--- config.mk ---
export PLATFORM = sky130hd
export DESIGN_NAME = issue_ctrl
export DESIGN_NICKNAME = d
export VERILOG_FILES = /design/src/rtl/issue_ctrl.sv
export SDC_FILE = /design/constraint.sdc
export NUM_CORES = 1
export LEC_CHECK = 0
export BUFFER_PORTS_ARGS = -buffer_cell sky130_fd_sc_hd__buf_2
export CORE_MARGIN = 2
export CORE_UTILIZATION = 48
export CTS_CLUSTER_DIAMETER = 80
export DETAILED_ROUTE_END_ITERATION = 16
export PLACE_DENSITY_LB_ADDON = 0.3
export SLEW_MARGIN = 20
export SYNTH_ARGS = -nofsm -noshare
export SYNTH_HDL_FRONTEND = slang
export SYNTH_SLANG_ARGS = --single-unit
--- constraint.sdc ---
create_clock -name clk -period 4.25 [get_ports clk]
set_clock_uncertainty 0.15 [all_clocks]
set_input_delay 0.2125 -clock clk [delete_from_list [all_inputs] [get_ports clk]]
set_output_delay 0.2125 -clock clk [all_outputs]
set_load 0.01 [all_outputs]
--- src/rtl/issue_ctrl.sv ---
// Issue/dispatch controller: classifies fetched words into ALU/LSB/BRU, allocates ROB tags in order,
// and dispatches with a valid/ready handshake. Optional stats counters under `ISSUE_STATS_EN.
module issue_ctrl #(
  parameter int TAG_W     = 4,
  parameter int ROB_DEPTH = 16
) (
  input  logic             clk,
  input  logic             rst,
  input  logic             inst_valid,
  input  logic [31:0]      inst,
  output logic             inst_ready,
  output logic [31:0]      disp_inst,
  output logic [TAG_W-1:0] disp_tag,
  output logic             alu_valid,
  input  logic             alu_ready,
  output logic             lsb_valid,
  input  logic             lsb_ready,
  output logic             bru_valid,
  input  logic             bru_ready,
  input  logic             commit_valid,
  input  logic             flush,
  output logic             rob_full,
  output logic             illegal,
  output logic [31:0]      stall_cycles,
  output logic [31:0]      issued_count
);

  typedef enum logic {IDLE, HOLD} state_t;
  typedef enum logic [1:0] {C_ALU, C_LSB, C_BRU, C_ILL} cls_t;

  localparam logic [TAG_W:0]   FULL_CNT = (TAG_W+1)'(ROB_DEPTH);
  localparam logic [TAG_W-1:0] LAST_TAG = TAG_W'(ROB_DEPTH - 1);

  state_t           state, next_state;
  cls_t             dec_cls, held_cls;
  logic             is_nop, accept, xfer, commit_ok;
  logic [31:0]      held_inst;
  logic [TAG_W-1:0] head, tail;
  logic [TAG_W:0]   count;
  logic             illegal_q;

  always_comb begin
    dec_cls = C_ILL;
    case (inst[6:0])
      7'b0110011, 7'b0010011, 7'b0110111, 7'b0010111: dec_cls = C_ALU;
      7'b0000011, 7'b0100011:                         dec_cls = C_LSB;
      7'b1100011, 7'b1101111, 7'b1100111:             dec_cls = C_BRU;
      default:                                        dec_cls = C_ILL;
    endcase
  end

  assign is_nop    = (inst == 32'h0000_0013);
  assign rob_full  = (count == FULL_CNT);
  assign commit_ok = commit_valid && (count != '0);
  assign disp_inst = held_inst;
  assign disp_tag  = tail;
  assign illegal   = illegal_q;

  always_ff @(posedge clk) begin
    if (rst) state <= IDLE;
    else     state <= next_state;
  end

  // Valids and inst_ready are also masked by rst so nothing handshakes during reset.
  always_comb begin
    next_state = state;
    inst_ready = 1'b0;
    alu_valid  = 1'b0;
    lsb_valid  = 1'b0;
    bru_valid  = 1'b0;
    accept     = 1'b0;
    xfer       = 1'b0;
    case (state)
      IDLE: begin
        inst_ready = !flush && !rst;
        accept     = inst_valid && inst_ready;
        if (accept && dec_cls != C_ILL && !is_nop) next_state = HOLD;
      end
      HOLD: begin
        alu_valid = (held_cls == C_ALU) && !rob_full && !rst;
        lsb_valid = (held_cls == C_LSB) && !rob_full && !rst;
        bru_valid = (held_cls == C_BRU) && !rob_full && !rst;
        xfer = !flush && ((alu_valid && alu_ready) || (lsb_valid && lsb_ready) ||
                          (bru_valid && bru_ready));
        if (xfer) next_state = IDLE;
      end
      default: next_state = IDLE;
    endcase
    if (flush) next_state = IDLE;
  end

  always_ff @(posedge clk) begin
    if (rst) begin
      held_inst <= '0;
      held_cls  <= C_ALU;
      head      <= '0;
      tail      <= '0;
      count     <= '0;
      illegal_q <= 1'b0;
    end else if (flush) begin
      held_inst <= '0;
      head      <= '0;
      tail      <= '0;
      count     <= '0;
      illegal_q <= 1'b0;
    end else begin
      illegal_q <= accept && (dec_cls == C_ILL);
      if (accept && dec_cls != C_ILL && !is_nop) begin
        held_inst <= inst;
        held_cls  <= dec_cls;
      end
      if (xfer)      tail <= (tail == LAST_TAG) ? '0 : tail + 1'b1;
      if (commit_ok) head <= (head == LAST_TAG) ? '0 : head + 1'b1;
      case ({xfer, commit_ok})
        2'b10:   count <= count + 1'b1;
        2'b01:   count <= count - 1'b1;
        default: count <= count;
      endcase
    end
  end

`ifdef ISSUE_STATS_EN
  logic [31:0] stall_q, issued_q;

  // Counters survive flush; only rst clears them.
  always_ff @(posedge clk) begin
    if (rst) begin
      stall_q  <= '0;
      issued_q <= '0;
    end else begin
      if (state == HOLD && !xfer && stall_q != 32'hFFFF_FFFF) stall_q <= stall_q + 1'b1;
      if (xfer && issued_q != 32'hFFFF_FFFF)                  issued_q <= issued_q + 1'b1;
    end
  end

  assign stall_cycles = stall_q;
  assign issued_count = issued_q;
`else
  assign stall_cycles = '0;
  assign issued_count = '0;
`endif

endmodule
* Yosys cells after proc, flatten, opt, wreduce, memory -nomap -nowiden
Index checks and enable logic that the tools add are counted.
** Word-level totals
- Register bits after elaboration :: 45
- Output and inout bits :: 106
- Logic and storage cells :: 73
** Cells by class
- Bitwise operators :: 2
- Add/sub/neg operators :: 3
- Reduce and logical (&&, ||, !) cells :: 32
- Mux-type cells :: 12
- Eq/ne operators :: 18
** Operator list (count)
- 32-bit by 5-bit == test with 1-bit output, second input constant :: 1
- 7-bit by 6-bit == test with 1-bit output, second input constant :: 3
- 7-bit == test, second input constant :: 3
- 1-bit logical AND :: 18
- 7-bit by 5-bit == test with 1-bit output, second input constant :: 2
- 5-bit case mux with 2 select lines :: 1
- 1-bit two-way mux :: 8
- 7-bit by 2-bit == test with 1-bit output, second input constant :: 1
- 2-bit == test, second input constant :: 3
- 2-bit case mux with 3 select lines :: 1
- 5-bit by 1-bit adder with 5-bit output, second input constant :: 1
- 5-bit == test, second input constant :: 1
- 5-bit nonzero test :: 1
- 5-bit by 1-bit subtractor with 5-bit output, second input constant :: 1
- 4-bit by 1-bit adder with 4-bit output, second input constant :: 1
- 2-bit by 1-bit == test with 1-bit output, second input constant :: 2
- 4-bit == test, second input constant :: 1
- 1-bit logical NOT :: 4
- 4-bit two-way mux :: 1
- 2-bit OR reduction :: 2
- 4-bit OR reduction :: 1
- 3-bit OR reduction :: 1
- 2-bit logical NOT :: 1
- 1-bit logical OR :: 2
- other kinds (5) :: 6

* Longest topological paths before layout
Gate-level depths: netlist of run 1.
- Depth in word-level cells :: 11
- Gate-level depth with buffers :: 10
- Mapped depth without buffers :: 10

* Worst setup path before layout of run 1
No wires, ideal clock.
- Kind :: register to register
- From :: reg held_cls[0]
- To :: reg count[4]
- Setup time :: 0.071 ns
- Cell stages (with the launch flop) :: 11
- Arrival :: 2.473 ns
- Period minus slack after synthesis :: 2.693 ns
- Data required time :: 4.029 ns
- Setup slack :: 1.557 ns
- Path through :: dfxtp_1 > mux2i_1 > o21ai_0 > nand4_2 > ha_1 > fa_1 > a21o_1 > a21oi_1 > xor2_1 > or3_1 > a21oi_1
** On the way
- Word-level cells in the longest chain between the ends :: 10
- Elaborated cells on any way between the ends :: 20
- Those cells by class :: eq/ne: 4; mux: 2; reduce/logical: 14
** RTL lines
- start: declaration :: line 35 : cls_t dec_cls, held_cls;
- start signal: assignment :: line 110 : held_cls <= dec_cls;
- 2-bit by 1-bit == test with 1-bit output or 2-bit logical NOT (tied branches) :: line 81, 80
- 1-bit logical AND, on equally long branches (2 in a row) :: line 81, 80
- 1-bit logical AND :: line 83 : xfer = !flush && ((alu_valid && alu_ready) || (lsb_valid && lsb_ready) ||
- 1-bit logical OR :: line 83
- 1-bit logical OR * :: line 83
- 1-bit logical AND * :: line 83
- 1-bit two-way mux * :: line 73 : case (state)
- 2-bit by 1-bit == test with 1-bit output or 2-bit == test (tied branches) :: line 114 : case ({xfer, commit_ok})
- 5-bit case mux with 2 select lines or 2-bit nonzero test (tied branches)
- end signal: assignment :: line 115 : 2'b10: count <= count + 1'b1;
- end signal: assignment :: line 116 : 2'b01: count <= count - 1'b1;
- end signal: assignment :: line 117 : default: count <= count;
- end: declaration :: line 39 : logic [TAG_W:0] count;
Every way passes the cells marked *; elsewhere a longest branch is shown, timed or not.
A chain may end at the register's enable or synchronous reset.

* Worst setup path after layout of run 1
- From :: in rst
- To :: reg count[4]
** On the way
- Word-level cells in the longest chain between the ends :: 9
- Elaborated cells on any way between the ends :: 16
- Those cells by class :: eq/ne: 2; mux: 2; reduce/logical: 12
** RTL lines
- start: declaration :: line 8 : input logic rst,
- 1-bit logical NOT :: line 80, 81, 82
- 1-bit logical AND, on equally long branches :: line 80, 81
- 1-bit logical AND :: line 83
- 1-bit logical OR (2 in a row) :: line 83
- 1-bit logical AND :: line 83
- 1-bit two-way mux :: line 73
- 2-bit by 1-bit == test with 1-bit output or 2-bit == test (tied branches) :: line 114
- 5-bit case mux with 2 select lines or 2-bit nonzero test (tied branches)
Several ways; a longest one is shown, not always the timed one.

==> impl_metrics.json, run 1 <==
{
  "cts_tree": "yes",
  "wl_um": 5590,
  "ant_nets": 0,
  "finalHoldViolations": 0,
  "required_ns": 4.33,
  "routabilityCongestion": 0.792,
  "drt-vias-per-instance": 4.84,
  "cts_buffer_depth": 2,
  "peakVddDrop_uv": 224,
  "grt_overflow_total": 0,
  "cp.arrival_ns": 3.31,
  "hold_path.class": "primary input to register",
  "relSlewSlack_pct": 33.1,
  "start_util_pct": 49.5,
  "max_stage_delay_ns": 0.53,
  "synth_edf_count": 0,
  "num_antenna_cells": 0,
  "leakage_uw": 0.00136,
  "fmax_ghz": 0.310,
  "dpl_cell_area_um2": 2700,
  "antenna_found_initial": 0,
  "ff2ff_path_depth": 10,
  "drtPass1Iterations": 4,
  "nNetsFinal": 438,
  "num_rows": 26,
  "finalPower_uw": 797,
  "start_kind": "primary input",
  "grtUsageTotal_pct": 19.5,
  "clk_latency_ns": 0.29,
  "hpwl_um": 4030,
  "grt_setup_unrepaired": "false",
  "ctsRootBufferMaster": "clkbuf_8",
  "yosys.area.top_type": "dfxtp_1",
  "grt_pass1_vias": 2059,
  "clock_sinks": 45,
  "cts_buffers": 5,
  "grt_pass1_wl_um": 9400,
  "syn_inst": 307,
  "syn_area_per_cell_um2": 8.24,
  "die_h_um": 76.6,
  "ys.flop_type": "dfxtp_1",
  "crit_chain": "dlygate4sd3_1 -> buf_2 -> nor2_2 -> buf_4 -> nand4_2 -> ha_1 -> fa_1 -> a21o_1 -> a21oi_1 -> xor2_1 -> or3_1 -> a21oi_1",
  "synth_seq_cells": 45,
  "yosysWarnings": 0,
  "path_clk_slew_ns": 0.08,
  "area_growth_pct": 15.4,
  "worstHoldPathCells": 3,
  "synthArstFlopShare_pct": 0,
  "worstPathMaxFanout": 32,
  "drv_cap": 0,
  "cts_resized": 0,
  "worst_pin_slew_ns": 1.00,
  "vias": 2239,
  "cts_setup_buffers": 0,
  "core-area_um2": 5110,
  "period_minus_slack_ns": 3.23,
  "status": "finished clean",
  "drive_above_1_share_pct": 25.4,
  "die_x_um": 76.6,
  "slowest_stage": "dlygate4sd3_1",
  "post-route-drc-count": 0,
  "setup_viol": 0,
  "worst_path_most_repeated_cell": "a21oi_1",
  "htree_levels": 2,
  "powerDensity_nw_per_um2": 273,
  "yosysTopAreaCellShare_pct": 35.6,
  "dieArea_um2": 5870,
  "critPathCaptureType": "register",
  "synth_area_um2": 2530,
  "ios": 146,
  "netlist_top_cells_area": "dfxtp_1 (36%), buf_4 (19%), nand3_1 (5.9%), o21ai_0 (5.9%), nand2_1 (5.0%)",
  "synth_cell_types": 45,
  "maxSlewViolCount": 0,
  "drt_iter0_drc": 116,
  "io_buffers": 81,
  "final_area_um2": 2920,
  "seq_area_frac_synth_pct": 35.6,
  "finalCritPeriodShare_pct": 75.9,
  "holdBufCountCts": 12,
  "crit_type": "primary input to register",
  "routed_wire_length_per_instance_um": 12.1,
  "grt_max_degree": 34,
  "setup_tns_ns": 0
}
## cells in the final DEF (no fill, tap or decap), types with 3 or more instances in the layout
cell / netlist / final
buf_2: 2 / 81
conb_1: 1 / 64
dfxtp_1: 45 / 45
nand2_1: 34 / 34
o21ai_0: 30 / 30
nand3_1: 30 / 30
a21oi_1: 13 / 13
dlygate4sd3_1: 0 / 12
nor2_1: 11 / 10
nor4_1: 7 / 7
clkbuf_8: 0 / 7
ha_1: 5 / 5
inv_1: 4 / 4
nor3_1: 4 / 4
mux2i_1: 3 / 3
nor3b_1: 3 / 3
xor2_1: 3 / 3
a211oi_1: 3 / 3
## path summary, 6_finish.rpt
check | end | slack [ns] | start
setup / recovery | count[4] | 1.02 | rst
hold / removal | disp_inst[16] | 0.01 | inst[16]
setup reg to reg | count[4] | 1.25 | held_cls[0]
hold reg to reg | disp_inst[31] | 0.31 | disp_inst[31]
## metrics by stage
stage	cells	util (%)	worst slack [ns]	hold slack, ns
2_1_floorplan	370	-	1.56	0.132
3_3_place_gp	443	52.8	1.33	0.294
3_5_place_dp	443	52.8	1.27	0.296
4_1_cts	463	57.2	1.01	0.00232
5_1_grt	463	57.2	0.785	0.00990
6_report	463	57.2	1.02	0.0114
## cell families (layout without fill, tap and decap cells)
group                      after synthesis  after routing  share of synthesized area, %
AOI/OAI and AO/OA                       62             62                          14.6
DFF                                     45             45                          35.6
adders and majority gates                6              6                          3.26
other                                    1             64                         0.148
xor gates and xnor gates                 4              4                          1.39
and+or+nand+nor                        103            103                          20.7
muxes                                    3              3                          1.19
buffers and inverters                   83            106                          23.1
## worst max-delay path, delay by kind of cell
kind	cells	cell delay (ns)
XOR/XNOR	1	0.09
buffers and inverters	3	1.00
adder cells (fa/ha/maj)	2	0.81
AND/OR/NAND/NOR	3	0.69
AO/OA/AOI/OAI	3	0.49
## sequential cells by signal, indices dropped and copies added, names as in the netlist
| name | count |
|---|---|
| disp_inst | 32 |
| count | 5 |
| disp_tag | 4 |
| held_cls | 2 |
| illegal | 1 |
| state | 1 |
## metal layers
layer  vias up  GRT usage [%]  share of wire (%)
met5         -              0                  0
li1       1099              -                  -
met3         9           4.86                8.7
met4         0           6.73                1.6
met1      1003           22.9                 42
met2       128           34.4                 48
## cells in the mapped netlist, types with 2 or more instances
library cell and count:
buf_6 2, o211ai_1 2, nand4_1 2, nor4_1 7, nand3b_1 2, nor2_1 11, inv_1 4, xor2_1 3
nand2_1 34, a21oi_1 13, a21boi_0 2, clkbuf_1 8, o21ai_0 30, ha_1 5, a21o_1 2, a211oi_1 3
o31ai_1 2, nor3b_1 3, buf_4 65, nor3_1 4, mux2i_1 3, nand3_1 30, buf_2 2, dfxtp_1 45
o21a_1 2, or2_2 2
## final cells by class
type                       count  area [um^2]
tap                           70         87.6
timing repair buffer          94          533
fill                         491         2190
clock buffer                   7         96.3
inverter                       4         15.0
sequential                    45          901
multi-input combinational    242         1280
clock inverter                 1         5.00
## power by group
group	internal, uW	switching [uW]	leakage (uW)
Combinational	29.2	56.1	0.000944
Sequential	423	1.28	0.000363
Clock	147	140	0.0000542
Total	600	197	0.00136
No activity file was read; power rests on OpenSTA's default activity.
==> run 2: changes to the inputs <==
Settings changed: ABC_AREA set to 1, CORE_UTILIZATION 48 to 46.
Clock period 4.25 ns to 3.1 ns, I/O delays scaled along.
==> impl_metrics.json, run 2 <==
{
  "routabilityCongestion": 0.796,
  "vias": 2491,
  "path_clk_slew_ns": 0.09,
  "peakVddDrop_uv": 189,
  "required_ns": 3.18,
  "critPathCapture": "count[4]",
  "rrSetupSlack_ns": 0.45,
  "drtPass1Iterations": 4,
  "finalHoldViolations": 0,
  "die_h_um": 82.1,
  "clk_latency_ns": 0.30,
  "worst_path_most_repeated_cell": "nor2_1",
  "layout_setup_ws_ns": 0.452,
  "drv_cap": 0,
  "wl_um": 5770,
  "seq_area_um2": 901,
  "status": "finished clean",
  "leakage_uw": 0.00164,
  "num_rows": 28,
  "synth_mux_area_share_pct": 0,
  "ff2ff_path_depth": 13,
  "cp.arrival_ns": 2.73,
  "grt_max_degree": 35,
  "synth_cell_types": 23,
  "ctsRootBufferMaster": "clkbuf_8",
  "powerDensity_nw_per_um2": 346,
  "synthAdderAreaFrac_pct": 2.95,
  "cts_tree": "yes",
  "fillCellCount": 645,
  "maxSlewViolCount": 0,
  "htree_levels": 2,
  "post-route-drc-count": 0,
  "synthArstFlopShare_pct": 0,
  "worst_pin_slew_ns": 0.863,
  "worstHoldPathCells": 3,
  "holdBufCountCts": 0,
  "synth_edf_count": 0,
  "grt_pass1_wl_um": 9000,
  "clock_sinks": 45,
  "r2r-start": "count[1]",
  "r2r_end": "count[4]",
  "seq_area_frac_synth_pct": 32.1,
  "setup_tns_ns": 0,
  "yosys.area.top_type": "dfxtp_1",
  "crit_chain": "nor2_1 -> nand3_1 -> nand3_1 -> nand3_2 -> nand3_2 -> ha_1 -> fa_1 -> a21oi_1 -> nor2_1 -> nor2_1 -> xor2_1 -> nand2_1 -> a21oi_1",
  "crit_type": "register to register",
  "finalNonFillerCells": 567,
  "num_antenna_cells": 0,
  "ant_nets": 0,
  "area_growth_pct": 9.95,
  "setup_viol": 0,
  "antenna_found_initial": 0,
  "finalCritPeriodShare_pct": 85.4,
  "grt_overflow_total": 0,
  "hold_path.class": "primary input to register",
  "yosysWarnings": 0,
  "grt_pass1_vias": 2103,
  "hpwl_um": 4450,
  "fmax_ghz": 0.378,
  "final_util_pct": 52.1,
  "yosysTopAreaCellShare_pct": 32.1,
  "cts_buffer_depth": 2,
  "synth_top_family_by_area": "simple AND/OR/NAND/NOR gates",
  "start_util_pct": 47.4,
  "drive_above_1_share_pct": 19.9,
  "dp.cells": 559,
  "netlist_top_cells_count": "nor2_1 (90), buf_4 (67), nand2_1 (64), inv_1 (49), dfxtp_1 (45)",
  "synth_xor_area_share_pct": 1.87,
  "io_buffers": 81,
  "synth_most_common_cell": "nor2_1",
  "grtUsageMet1_pct": 21.5,
  "layout_commonest_cell": "nor2_1",
  "startpoint": "count[1]",
  "syn_inst": 415,
  "critPathCaptureType": "register",
  "ys.flop_type": "dfxtp_1",
  "cts_buffers": 5,
  "slowest_stage": "fa_1",
  "synth-simple-area-share_pct": 33.7,
  "synth_area_um2": 2800,
  "drt-vias-per-instance": 4.39,
  "grt_setup_unrepaired": "false",
  "synth_compound_area_share_pct": 2.32,
  "relSlewSlack_pct": 42.4,
  "worstPathMaxFanout": 7,
  "synth_seq_cells": 45,
  "place_ws_ns": 0.489,
  "drt_iter0_drc": 120,
  "ios": 146,
  "die_x_um": 82.1,
  "grtUsageTotal_pct": 17.0,
  "layout_common_cells": "nor2_1 (90), buf_2 (81), nand2_1 (64), conb_1 (64), inv_1 (49)",
  "netlist_top_cells_area": "dfxtp_1 (32%), buf_4 (18%), nor2_1 (12%), nand2_1 (8.6%), nand3_1 (6.8%)",
  "period_minus_slack_ns": 2.65,
  "grt_use_met3_pct": 4.40,
  "routed_wire_length_per_instance_um": 10.2,
  "syn_area_per_cell_um2": 6.76,
  "fin_hold_ws_ns": 0.00748,
  "busiest_layer": "met2",
  "max_stage_delay_ns": 0.42,
  "met2_usage_pct": 28.9,
  "cts_resized": 0,
  "cts_setup_buffers": 0,
  "multi_input_area_um2": 1390,
  "nNetsFinal": 537,
  "dieArea_um2": 6740,
  "core-area_um2": 5920,
  "largest_reg_flops": 32,
  "start_kind": "register"
}
run 2: kinds of logic (layout without fill, tap and decap cells):
family	Yosys count	after routing
XOR/XNOR	6	6
AND/OR/NAND/NOR	217	217
flip-flops	45	45
adder cells (fa/ha/maj)	6	6
other	1	64
buffers and inverters	127	141
AO/OA/AOI/OAI	13	13
run 2: metal layers:
metal  share of wire [%]  vias to the layer above  wire [um]
met2                  46                       89       2680
met4                0.88                        0         51
met3                 7.4                        6        425
met1                  45                     1095       2620
li1                    -                     1301          -
met5                   0                        -          0
run 2: final cells by class:
cell class,instances,area share [%]
Clock buffer,5,2.23
Inverter,49,5.97
Clock inverter,3,0.731
Sequential cell,45,29.2
Timing Repair Buffer,84,13.9
Multi-Input combinational cell,306,44.9
Tap cell,75,3.04
run 2: how the worst min path moves through the flow:
stage,startpoint,end,slack [ns]
after global placement,disp_inst[1],disp_inst[1],0.30
after CTS,inst_valid,illegal,0.007
after floorplan,inst_valid,illegal,0.16
after detailed placement,disp_inst[3],disp_inst[3],0.32
final,inst_valid,illegal,0.007
after global routing,inst_valid,illegal,0.01
run 2: critical path: cells and delay by family (launching register included):
kind	cells	cell delay, ns
AOI/OAI and AO/OA	2	0.27
xor gates and xnor gates	1	0.15
adders and majority gates	2	0.74
DFF	1	0.41
and+or+nand+nor	8	0.87
run 2: report_power, final:
group	switching (uW)	total, uW	internal [uW]
Sequential	1.18	581	580
Clock	205	365	160
Combinational	86.0	121	35.2
run 2: per-stage QoR:
stage	area, um^2	total power (uW)
final	3080	1070
after floorplan	3040	736
after CTS	3080	1080
after global routing	3080	1130
after global placement	2990	713
after detailed placement	2990	714
